### src/rtl/buscaminas_pkg.sv
// ============================================================================
// Module : buscaminas_pkg
// Brief  : Shared board constants, cell/board typedefs and reveal FSM states.
// Rev    : 1.0  initial release
// ============================================================================
`default_nettype none

package buscaminas_pkg;

    localparam int         FILAS       = 8;
    localparam int         COLUMNAS    = 8;
    localparam logic [3:0] CELDA_BOMBA = 4'hF;

    typedef logic [3:0] celda_t;
    typedef celda_t [FILAS-1:0][COLUMNAS-1:0] tablero_t;

    typedef enum logic [2:0] {
        IDLE    = 3'd0,
        SEED    = 3'd1,
        POP     = 3'd2,
        VECINOS = 3'd3,
        FIN     = 3'd4
    } estado_t;

    // {row delta, column delta} as 4-bit two's complement; order N,NE,E,SE,S,SW,W,NW
    function automatic logic [7:0] delta_vecino(input logic [2:0] dir);
        logic [7:0] d;
        case (dir)
            3'd0:    d = {4'hF, 4'h0};
            3'd1:    d = {4'hF, 4'h1};
            3'd2:    d = {4'h0, 4'h1};
            3'd3:    d = {4'h1, 4'h1};
            3'd4:    d = {4'h1, 4'h0};
            3'd5:    d = {4'h1, 4'hF};
            3'd6:    d = {4'h0, 4'hF};
            default: d = {4'hF, 4'hF};
        endcase
        return d;
    endfunction

endpackage

`default_nettype wire

### src/rtl/cola_celdas.sv
// ============================================================================
// Module : cola_celdas
// Brief  : FIFO of cell indices awaiting neighbour expansion, synchronous clear.
// Rev    : 1.0  initial release
// ============================================================================
`default_nettype none

module cola_celdas #(
    parameter int PROFUNDIDAD = 64,
    parameter int ANCHO       = 6
) (
    input  logic             clk,
    input  logic             clear,
    input  logic             push,
    input  logic [ANCHO-1:0] dato,
    input  logic             pop,
    output logic [ANCHO-1:0] cabeza,
    output logic             vacia
);

    localparam int AW = $clog2(PROFUNDIDAD);

    logic [ANCHO-1:0] mem [PROFUNDIDAD];
    logic [AW-1:0]    wr_ptr;
    logic [AW-1:0]    rd_ptr;
    logic [AW:0]      cuenta;
    logic             push_ok;
    logic             pop_ok;

    assign vacia   = (cuenta == '0);
    assign push_ok = push && (cuenta != (AW+1)'(PROFUNDIDAD));
    assign pop_ok  = pop && !vacia;
    assign cabeza  = mem[rd_ptr];

    always_ff @(posedge clk) begin
        if (push_ok) begin
            mem[wr_ptr] <= dato;
        end
    end

    always_ff @(posedge clk) begin
        if (clear) begin
            wr_ptr <= '0;
            rd_ptr <= '0;
            cuenta <= '0;
        end else begin
            if (push_ok) begin
                wr_ptr <= wr_ptr + 1'b1;
            end
            if (pop_ok) begin
                rd_ptr <= rd_ptr + 1'b1;
            end
            case ({push_ok, pop_ok})
                2'b10:   cuenta <= cuenta + 1'b1;
                2'b01:   cuenta <= cuenta - 1'b1;
                default: cuenta <= cuenta;
            endcase
        end
    end

endmodule

`default_nettype wire

### src/rtl/revelar_celdas.sv
// ============================================================================
// Module : revelar_celdas
// Brief  : Minesweeper cell reveal with zero-cell flood fill via a cell queue.
//          Optional REVELAR_TODO_EN: a bomb hit reveals the whole board.
// Rev    : 1.0  initial release
// ============================================================================
`default_nettype none

module revelar_celdas
    import buscaminas_pkg::*;
(
    input  logic                 clk,
    input  logic                 rst,
    input  logic [7:0][7:0][3:0] matriz_bombas,
    input  logic [5:0]           numero_bombas,
    input  logic [2:0]           fila,
    input  logic [2:0]           columna,
    input  logic                 start,
    output logic                 busy,
    output logic                 done,
    output logic                 explosion,
    output logic                 ganador,
    output logic [7:0][7:0]      revelado,
    output logic [6:0]           num_revelados
);

    estado_t     estado;
    logic [2:0]  fila_sel;
    logic [2:0]  col_sel;
    logic [5:0]  actual;
    logic [2:0]  dir;
    logic [63:0] encolado;

    logic [7:0]  delta;
    logic [3:0]  nf;
    logic [3:0]  nc;
    logic        dentro;
    logic [5:0]  vidx;
    celda_t      vcelda;
    celda_t      scelda;
    logic        push;
    logic [5:0]  push_dato;
    logic        pop;
    logic [5:0]  cabeza;
    logic        vacia;

    assign busy = (estado == SEED) || (estado == POP) || (estado == VECINOS);
    assign done = (estado == FIN);

    // Bit 3 of the widened coordinate flags both -1 and 8, i.e. off the board
    always_comb begin
        delta  = delta_vecino(dir);
        nf     = {1'b0, actual[5:3]} + delta[7:4];
        nc     = {1'b0, actual[2:0]} + delta[3:0];
        dentro = !nf[3] && !nc[3];
        vidx   = {nf[2:0], nc[2:0]};
        vcelda = matriz_bombas[nf[2:0]][nc[2:0]];
        scelda = matriz_bombas[fila_sel][col_sel];
    end

    always_comb begin
        push      = 1'b0;
        push_dato = {fila_sel, col_sel};
        pop       = (estado == POP) && !vacia;
        if (estado == SEED) begin
            push = !revelado[fila_sel][col_sel] && (scelda == 4'd0)
                   && !encolado[{fila_sel, col_sel}];
        end else if (estado == VECINOS) begin
            push_dato = vidx;
            push      = dentro && !revelado[nf[2:0]][nc[2:0]] && (vcelda == 4'd0)
                        && !encolado[vidx];
        end
    end

    cola_celdas #(
        .PROFUNDIDAD (64),
        .ANCHO       (6)
    ) u_cola (
        .clk    (clk),
        .clear  (rst),
        .push   (push),
        .dato   (push_dato),
        .pop    (pop),
        .cabeza (cabeza),
        .vacia  (vacia)
    );

    always_ff @(posedge clk) begin
        if (rst) begin
            estado        <= IDLE;
            fila_sel      <= '0;
            col_sel       <= '0;
            actual        <= '0;
            dir           <= '0;
            explosion     <= 1'b0;
            ganador       <= 1'b0;
            revelado      <= '0;
            num_revelados <= '0;
            encolado      <= '0;
        end else begin
            if (push) begin
                encolado[push_dato] <= 1'b1;
            end
            case (estado)
                IDLE: begin
                    if (start && !explosion && !ganador) begin
                        fila_sel <= fila;
                        col_sel  <= columna;
                        estado   <= SEED;
                    end
                end
                SEED: begin
                    estado <= FIN;
                    if (!revelado[fila_sel][col_sel]) begin
                        if (scelda == CELDA_BOMBA) begin
                            explosion <= 1'b1;
`ifdef REVELAR_TODO_EN
                            revelado      <= '1;
                            num_revelados <= 7'd64;
`else
                            revelado[fila_sel][col_sel] <= 1'b1;
                            num_revelados               <= num_revelados + 7'd1;
`endif
                        end else begin
                            revelado[fila_sel][col_sel] <= 1'b1;
                            num_revelados               <= num_revelados + 7'd1;
                            if (scelda == 4'd0) begin
                                estado <= POP;
                            end
                        end
                    end
                end
                POP: begin
                    if (vacia) begin
                        estado <= FIN;
                    end else begin
                        actual <= cabeza;
                        dir    <= '0;
                        estado <= VECINOS;
                    end
                end
                VECINOS: begin
                    if (dentro && !revelado[nf[2:0]][nc[2:0]] && (vcelda != CELDA_BOMBA)) begin
                        revelado[nf[2:0]][nc[2:0]] <= 1'b1;
                        num_revelados              <= num_revelados + 7'd1;
                    end
                    dir <= dir + 3'd1;
                    if (dir == 3'd7) begin
                        estado <= POP;
                    end
                end
                FIN: begin
                    if (!explosion && (num_revelados == (7'd64 - {1'b0, numero_bombas}))) begin
                        ganador <= 1'b1;
                    end
                    estado <= IDLE;
                end
                default: estado <= IDLE;
            endcase
        end
    end

endmodule

`default_nettype wire

### config.mk
export PLATFORM = sky130hd
export DESIGN_NAME = revelar_celdas
export DESIGN_NICKNAME = d
export VERILOG_FILES = /design/src/rtl/buscaminas_pkg.sv /design/src/rtl/cola_celdas.sv /design/src/rtl/revelar_celdas.sv
export SDC_FILE = /design/constraint.sdc
export NUM_CORES = 1
export LEC_CHECK = 0
export CAP_MARGIN = 40
export CORE_MARGIN = 8
export CORE_UTILIZATION = 35
export DETAILED_ROUTE_END_ITERATION = 10
export SLEW_MARGIN = 20
export SYNTH_ARGS = -nofsm -noshare
export SYNTH_HDL_FRONTEND = slang
export SYNTH_HIERARCHICAL = 1
export SYNTH_SLANG_ARGS = --single-unit
### constraint.sdc
create_clock -name clk -period 5.8 [get_ports clk]
set_input_delay 0.87 -clock clk [delete_from_list [all_inputs] [get_ports clk]]
set_output_delay 0.87 -clock clk [all_outputs]
set_load 0.02 [all_outputs]
==> qor.json, run 1 <==
{
  "final_cell_count_no_fill": {"value": 4039},
  "die_x": {"value": 307, "unit": "µm"},
  "routed_wirelength": {"value": 115000, "unit": "µm"},
  "route.detailed.wl_per_inst": {"value": 28.4, "unit": "µm"},
  "standby_leakage_power": {"value": 12.8, "unit": "nW"},
  "syn_inst": {"value": 2418},
  "grt_remaining_overflow": {"value": 0},
  "synthesis.yosys.warnings": {"value": 6},
  "timing.final.hold_violations": {"value": 0},
  "cts_max_path_buffers": {"value": 3},
  "timing.hold.worst_path_depth": {"value": 2},
  "timing.max_slew.rel_slack": {"value": 42.5, "unit": "%"},
  "register_to_register_setup_slack": {"value": 210, "unit": "ps"},
  "netlist_area": {"value": 29700, "unit": "µm²"},
  "maximum_number_of_pins_on_one_net_before_global_route_repair": {"value": 122},
  "detail_route.drc_violations": {"value": 0},
  "port_buffers": {"value": 345},
  "place_hpwl": {"value": 84100, "unit": "µm"},
  "cp_slowest_cell": {"value": "fa_4"},
  "cp-start-kind": {"value": "flip-flop"},
  "start_util": {"value": 35.4, "unit": "%"},
  "ys_seq_elements": {"value": 564},
  "setup_viol": {"value": 0},
  "setup_slack": {"value": 208, "unit": "ps"},
  "synth.avg_cell_area": {"value": 12.3, "unit": "µm²"},
  "hp-class": {"value": "flip-flop to flip-flop"},
  "path_delay_family": {"value": "compound AO/OA/AOI/OAI gates"},
  "clock_skew": {"value": 61.4, "unit": "ps"},
  "cp-end-kind": {"value": "flip-flop"},
  "avgViaCountPerCell": {"value": 5.93},
  "hold_buffer_count_at_cts": {"value": 0},
  "timing.max_cap.violations": {"value": 0},
  "internal_power": {"value": 0.00725, "unit": "W"},
  "nFillCells": {"value": 7623},
  "power.share.switching": {"value": 23.9, "unit": "%"},
  "power_density_of_the_placed_cells": {"value": 253, "unit": "nW/µm²"},
  "num-nets-final": {"value": 3139},
  "timing.final.crit_share": {"value": 96.4, "unit": "%"},
  "syn_nets": {"value": 2710},
  "period_needed": {"value": 5590, "unit": "ps"},
  "path_clk_slew": {"value": 60, "unit": "ps"},
  "number_of_detailed_routing_iterations_run_before_antenna_repair": {"value": 6},
  "insertion_delay": {"value": 640, "unit": "ps"},
  "yosys.cell_types.count": {"value": 93},
  "vdd.ir_drop.worst": {"value": 0.000413, "unit": "V"},
  "die_area": {"value": 94400, "unit": "µm²"},
  "rr_worst_depth": {"value": 25},
  "cts-root-buf": {"value": "clkbuf_16"},
  "die_height": {"value": 307, "unit": "µm"},
  "yosysSeqAreaShare": {"value": 51.0, "unit": "%"},
  "timing.fmax": {"value": 179, "unit": "MHz"},
  "cp_num_buf_inv": {"value": 5},
  "p_clk_share": {"value": 43.7, "unit": "%"},
  "critPathMaxStageDelay": {"value": 730, "unit": "ps"},
  "critical_path_required": {"value": 6280, "unit": "ps"},
  "path_class": {"value": "flip-flop to flip-flop"},
  "dp_worst_setup_slack": {"value": -176, "unit": "ps"},
  "placedCellCount": {"value": 3907},
  "synth-main-ff-cell": {"value": "edfxtp_1"},
  "cts_max_level": {"value": 2},
  "worstPathMaxFanout": {"value": 6},
  "worstMarginPinSlew": {"value": 862, "unit": "ps"},
  "gp_congestion": {"value": 0.987},
  "cts.sinks": {"value": 564},
  "status": {"value": "completed"},
  "io_pins": {"value": 346},
  "seqPwrFrac": {"value": 45.7, "unit": "%"},
  "rows": {"value": 106},
  "p_sw": {"value": 0.00228, "unit": "W"},
  "postRouteAntennaNets": {"value": 0},
  "maxSlewViolCount": {"value": 0},
  "grt_pass1_vias": {"value": 23708},
  "postSynth.asyncResetShare": {"value": 0, "unit": "%"},
  "tritoncts": {"value": "done"},
  "timing.critical_path.arrival": {"value": 6070, "unit": "ps"},
  "cts_inserted_buffers": {"value": 60},
  "core": {"value": 83800, "unit": "µm²"},
  "share_of_post_route_cells_with_drive_strength_above_1": {"value": 20.2, "unit": "%"},
  "gr-usage-all-layers": {"value": 23.2, "unit": "%"},
  "vias": {"value": 23967},
  "number_of_cells_on_the_critical_path": {"value": 25},
  "number_of_flops_mapped_to_enable_cells_by_yosys": {"value": 384},
  "antenna_violations_before_repair": {"value": 9},
  "global_route_wire_length_before_repair": {"value": 166000, "unit": "µm"},
  "drtIter0Drc": {"value": 2330},
  "combinational_cell_fraction_of_total_power": {"value": 10.6, "unit": "%"},
  "syn_to_final_growth": {"value": 27.0, "unit": "%"}
}
## cells in the mapped netlist (all sizes together), types with 7 or more instances
library cell | instances | area share (%)
dfxtp | 180 | 12
a311oi | 9 | 0.27
mux2 | 45 | 1.7
nand2b | 75 | 1.6
edfxtp | 384 | 39
a22o | 7 | 0.21
a211oi | 10 | 0.25
xor2 | 16 | 0.52
a32oi | 8 | 0.24
o41ai | 60 | 1.8
o2bb2ai | 11 | 0.32
nor3 | 28 | 0.47
mux2i | 166 | 5.6
and2 | 9 | 0.19
o22ai | 30 | 0.63
clkbuf | 64 | 0.81
nor2b | 25 | 0.53
a21oi | 54 | 0.91
o31ai | 9 | 0.23
nor2 | 239 | 3.0
nor3b | 11 | 0.28
nand3b | 8 | 0.20
or3 | 10 | 0.23
nand4 | 28 | 0.64
a221o | 9 | 0.30
ha | 19 | 0.80
a21o | 7 | 0.18
mux4 | 154 | 12
inv | 36 | 0.46
o211ai | 12 | 0.30
nor4 | 7 | 0.24
and3 | 13 | 0.27
buf | 127 | 2.8
nand3 | 73 | 1.3
a22oi | 54 | 1.4
xnor2 | 15 | 0.47
o21ai | 30 | 0.51
nand2 | 175 | 2.3
a31oi | 88 | 1.9
a221oi | 37 | 1.2
## worst paths after layout
kind,from,to
min,encolado[0],encolado[0]
max reg2reg,dir[0],u_cola/cuenta[4]
max,dir[0],u_cola/cuenta[4]
min reg2reg,encolado[0],encolado[0]
## tightest hold or removal path, stage by stage, from the launching register on
cell,delay (ps)
dfxtp_1,340
nand2b_1,60
o41ai_1,50
## per-stage QoR
| step | util [%] | TNS (ps) | cell area [µm²] | hold slack [ps] | power, W |
|---|---|---|---|---|---|
| 2_1_floorplan | - | 0 | 29700 | 436 | 0.00492 |
| 3_3_place_gp | 41.9 | -383 | 35100 | 454 | 0.00541 |
| 3_5_place_dp | 42.0 | -389 | 35200 | 466 | 0.00543 |
| 4_1_cts | 44.7 | 0 | 37500 | 482 | 0.00959 |
| 5_1_grt | 45.0 | -23.0 | 37700 | 509 | 0.00980 |
| 6_report | 45.0 | 0 | 37700 | 481 | 0.00953 |
## power groups by stage
stage                     sequential, W  combinational, W  clock (W)
after floorplan                 0.00442          0.000491          0
after global placement          0.00444          0.000966          0
after detailed placement        0.00444          0.000985          0
after CTS                       0.00435          0.000991    0.00424
after global routing            0.00435           0.00105    0.00440
final                           0.00435           0.00101    0.00416
## flip-flops by register name (all words and copies together) (netlist names), 6 cells and up, named ones only
signal         cells
encolado          64
u_cola/mem       384
revelado          64
actual             6
u_cola/rd_ptr      6
num_revelados      7
u_cola/wr_ptr      6
u_cola/cuenta      7
## area by class of cell
| type | count | area, µm² | share of cell area (%) |
|---|---|---|---|
| clock inverter | 38 | 573 | 1.52 |
| sequential | 564 | 15200 | 40.2 |
| antenna | 7 | 17.5 | 0.0465 |
| timing repair buffer | 558 | 5250 | 13.9 |
| tap | 1134 | 1420 | 3.76 |
| clock buffer | 75 | 1600 | 4.24 |
| multi-input combinational | 1625 | 13500 | 35.9 |
| inverter | 38 | 150 | 0.398 |
## cell families (layout without fill, tap and decap cells)
kind of cell / count (synthesis) / count (layout) / share of synthesized area (%)
AND/OR/NAND/NOR: 721 / 721 / 11.8
flip-flops: 564 / 564 / 51.0
AO/OA/AOI/OAI: 487 / 487 / 12.2
multiplexers: 365 / 365 / 19.0
buffers and inverters: 229 / 709 / 4.11
XOR/XNOR: 31 / 31 / 0.991
adder cells (fa/ha/maj): 21 / 21 / 0.936
other: 0 / 7 / 0
## repair_timing
action	in CTS	in global routing
buffers inserted	4	8
pin swaps	3	12
cloned	0	1
setup endpoints to repair	4	380
resized for setup	7	42
## routing by layer
metal | track usage (%) | wire, µm
met5 | 0 | 28
met4 | 9.51 | 5010
met3 | 4.87 | 10200
met2 | 38.5 | 55200
met1 | 29.3 | 44400
## layout by cell type (no fill, tap or decap), types with 27 or more instances in the layout
cell type,instances
edfxtp_1,384
clkdlybuf4s50_1,344
nor2_1,236
buf_4,192
dfxtp_1,171
nand2_1,168
mux2i_1,166
mux4_2,154
a31oi_1,87
nand2b_1,75
nand3_1,71
clkbuf_16,61
o41ai_1,60
a22oi_1,54
a21oi_1,52
mux2_2,39
a221oi_1,33
o22ai_1,30
nor3_1,28
inv_1,28
o21ai_0,27
nand4_1,27
No activity file was read; power rests on OpenSTA's default activity.
==> inputs of run 2 (changes only) <==
--- a/config.mk
+++ b/config.mk
@@ -9,6 +9,7 @@
 export CORE_MARGIN = 8
 export CORE_UTILIZATION = 35
 export DETAILED_ROUTE_END_ITERATION = 10
+export GPL_TIMING_DRIVEN = 0
 export SLEW_MARGIN = 20
 export SYNTH_ARGS = -nofsm -noshare
 export SYNTH_HDL_FRONTEND = slang
==> qor.json, run 2 (synthesis results as in run 1) <==
{
  "status": {"value": "completed"},
  "cts-root-buf": {"value": "clkbuf_16"},
  "antenna_violations_before_repair": {"value": 7, "change": "-2"},
  "gr-usage-all-layers": {"value": 26.3, "unit": "%", "change": "+3.2 points"},
  "setup_viol": {"value": 0, "change": "unchanged"},
  "path_clk_slew": {"value": 60, "unit": "ps", "change": "about the same"},
  "grt_pass1_vias": {"value": 24853, "change": "+4.8%"},
  "largest_registers": {"value": "u_cola/mem (384), encolado (64), revelado (64)"},
  "p_sw": {"value": 0.00230, "unit": "W", "change": "+1.1%"},
  "avgViaCountPerCell": {"value": 6.18, "change": "+4.1%"},
  "cp-start-kind": {"value": "flip-flop"},
  "internal_power": {"value": 0.00706, "unit": "W", "change": "-2.7%"},
  "rsz_0062_raised_after_global_routing": {"value": "yes"},
  "cts_max_path_buffers": {"value": 3, "change": "unchanged"},
  "combinational_cell_fraction_of_total_power": {"value": 11.9, "unit": "%", "change": "+1.3 points"},
  "routed_wirelength": {"value": 131000, "unit": "µm", "change": "+14%"},
  "insertion_delay": {"value": 650, "unit": "ps", "change": "about the same"},
  "tritoncts": {"value": "done"},
  "number_of_flip_flops_under_the_largest_register_name": {"value": 384, "change": "unchanged"},
  "core": {"value": 83800, "unit": "µm²", "change": "unchanged"},
  "hold_buffer_count_at_cts": {"value": 0, "change": "unchanged"},
  "layout_commonest_cell": {"value": "edfxtp_1"},
  "worst_hold_slack": {"value": 482, "unit": "ps", "change": "+0.247 ps"},
  "worstPathMaxFanout": {"value": 10, "change": "+4"},
  "gp_congestion": {"value": 1.03, "change": "+4.6%"},
  "mostFrequentLayoutCells": {"value": "edfxtp_1 (384), clkdlybuf4s50_1 (345), nor2_1 (227)"},
  "maximum_number_of_pins_on_one_net_before_global_route_repair": {"value": 71, "change": "-42%"},
  "worstMarginPinSlew": {"value": 896, "unit": "ps", "change": "+33.4 ps"},
  "die_x": {"value": 307, "unit": "µm", "change": "unchanged"},
  "path_class": {"value": "flip-flop to flip-flop"},
  "p_clk_share": {"value": 41.8, "unit": "%", "change": "-1.9 points"},
  "start_util": {"value": 35.4, "unit": "%", "change": "unchanged"},
  "place_hpwl": {"value": 97700, "unit": "µm", "change": "+16%"},
  "vias": {"value": 25053, "change": "+4.5%"},
  "syn_to_final_growth": {"value": 26.6, "unit": "%"},
  "seqPwrFrac": {"value": 46.3, "unit": "%", "change": "+0.6 points"},
  "port_buffers": {"value": 345, "change": "unchanged"},
  "clock_skew": {"value": 55.5, "unit": "ps", "change": "-5.94 ps"},
  "die_area": {"value": 94400, "unit": "µm²", "change": "unchanged"},
  "detail_route.drc_violations": {"value": 0, "change": "unchanged"},
  "timing.critical_path.arrival": {"value": 6060, "unit": "ps", "change": "about the same"},
  "die_height": {"value": 307, "unit": "µm", "change": "unchanged"},
  "global_route_wire_length_before_repair": {"value": 183000, "unit": "µm", "change": "+10%"},
  "period_needed": {"value": 5790, "unit": "ps", "change": "+197 ps"},
  "timing.max_cap.violations": {"value": 0, "change": "unchanged"},
  "timing.final.crit_share": {"value": 99.8, "unit": "%", "change": "+3.4 points"},
  "cts_max_level": {"value": 2, "change": "unchanged"},
  "postRouteAntennaNets": {"value": 0, "change": "unchanged"},
  "number_of_detailed_routing_iterations_run_before_antenna_repair": {"value": 6, "change": "unchanged"},
  "critical_path_required": {"value": 6070, "unit": "ps", "change": "-210 ps"},
  "timing.max_slew.rel_slack": {"value": 40.2, "unit": "%", "change": "-2.4 points"},
  "layout.core_utilization": {"value": 44.8, "unit": "%", "change": "-0.16 points"},
  "hp-class": {"value": "flip-flop to flip-flop"},
  "maxSlewViolCount": {"value": 0, "change": "unchanged"},
  "overall_power": {"value": 0.00936, "unit": "W", "change": "-1.8%"},
  "standby_leakage_power": {"value": 12.7, "unit": "nW", "change": "-1.4%"},
  "route.detailed.wl_per_inst": {"value": 32.3, "unit": "µm", "change": "+13%"},
  "cts_inserted_buffers": {"value": 57, "change": "-5.0%"},
  "power.share.switching": {"value": 24.6, "unit": "%", "change": "+0.69 points"},
  "grt_remaining_overflow": {"value": 0, "change": "unchanged"},
  "vdd.ir_drop.worst": {"value": 0.000443, "unit": "V", "change": "+7.2%"},
  "num-nets-final": {"value": 3159, "change": "+0.64%"},
  "share_of_post_route_cells_with_drive_strength_above_1": {"value": 19.4, "unit": "%", "change": "-0.84 points"},
  "power_density_of_the_placed_cells": {"value": 249, "unit": "nW/µm²", "change": "-1.4%"},
  "timing.fmax": {"value": 173, "unit": "MHz", "change": "-3.4%"},
  "drtIter0Drc": {"value": 3228, "change": "+39%"},
  "cts.sinks": {"value": 564, "change": "unchanged"},
  "rows": {"value": 106, "change": "unchanged"},
  "io_pins": {"value": 346, "change": "unchanged"},
  "timing.final.hold_violations": {"value": 0, "change": "unchanged"},
  "cp-end-kind": {"value": "flip-flop"},
  "registers.top_by_ff_count": {"value": "u_cola/mem"}
}
==> run 2: layout make-up <==
class	count	area [µm²]
buffer	191	1240
fill	7699	46300
clock buffer	73	1580
sequential	564	15100
antenna	4	10.0
clock inverter	35	449
inverter	38	156
timing repair buffer	390	3870
multi-input combinational	1625	13700
tap	1134	1420
==> run 2: final timing paths <==
check | to | slack (ps) | depth (start not counted) | start
setup / recovery | u_cola/mem[38][1] | 10 | 20 | dir[1]
hold / removal | encolado[55] | 480 | 2 | encolado[55]
setup reg to reg | u_cola/mem[38][1] | 10 | 20 | dir[1]
hold reg to reg | encolado[55] | 480 | 2 | encolado[55]
==> run 2: power by group through the flow <==
stage,combinational (W),sequential [W],clock (W)
floorplan,0.000491,0.00442,0
global placement,0.00102,0.00443,0
detailed placement,0.00105,0.00442,0
CTS,0.00107,0.00434,0.00398
global route,0.00114,0.00433,0.00414
finish,0.00111,0.00434,0.00391
==> run 2: metal layers <==
layer,wire length [µm],global-route usage (%),up-vias
met2,60400,42.4,1650
met4,7960,13.8,6
met5,43,0,-
met3,12600,5.86,408
li1,-,-,10420
met1,49700,33.0,12569
==> run 2: critical path: stages, from the launching register on <==
cell and delay, ps:
dfxtp_4 350, buf_4 140, ha_4 160, nor3_1 200, o32ai_2 150, fa_2 570, clkbuf_4 280, nor2_4 120
nand2_1 380, nor3_1 140, nor2_1 120, nand4b_1 180, nor4_4 440, nor3b_2 230, nand4_1 100, nand2b_1 190
o31a_1 190, buf_6 130, buf_4 120, nand3_1 510, nor2_1 730
==> run 2: timing repair <==
item	in CTS	in global routing
resized for setup	95	44
pin swaps	9	13
setup endpoints to repair	430	221
buffers inserted	13	8
==> run 2: per-stage QoR <==
step | cell area, µm² | setup slack, ps | instances | TNS (ps)
2_1_floorplan | 29700 | 211 | 2418 | 0
3_3_place_gp | 34500 | -1530 | 3897 | -481790
3_5_place_dp | 34800 | -1460 | 3920 | -333560
4_1_cts | 37300 | 3.85 | 4041 | 0
5_1_grt | 37600 | -88.5 | 4053 | -2960
6_report | 37600 | 11.3 | 4054 | 0
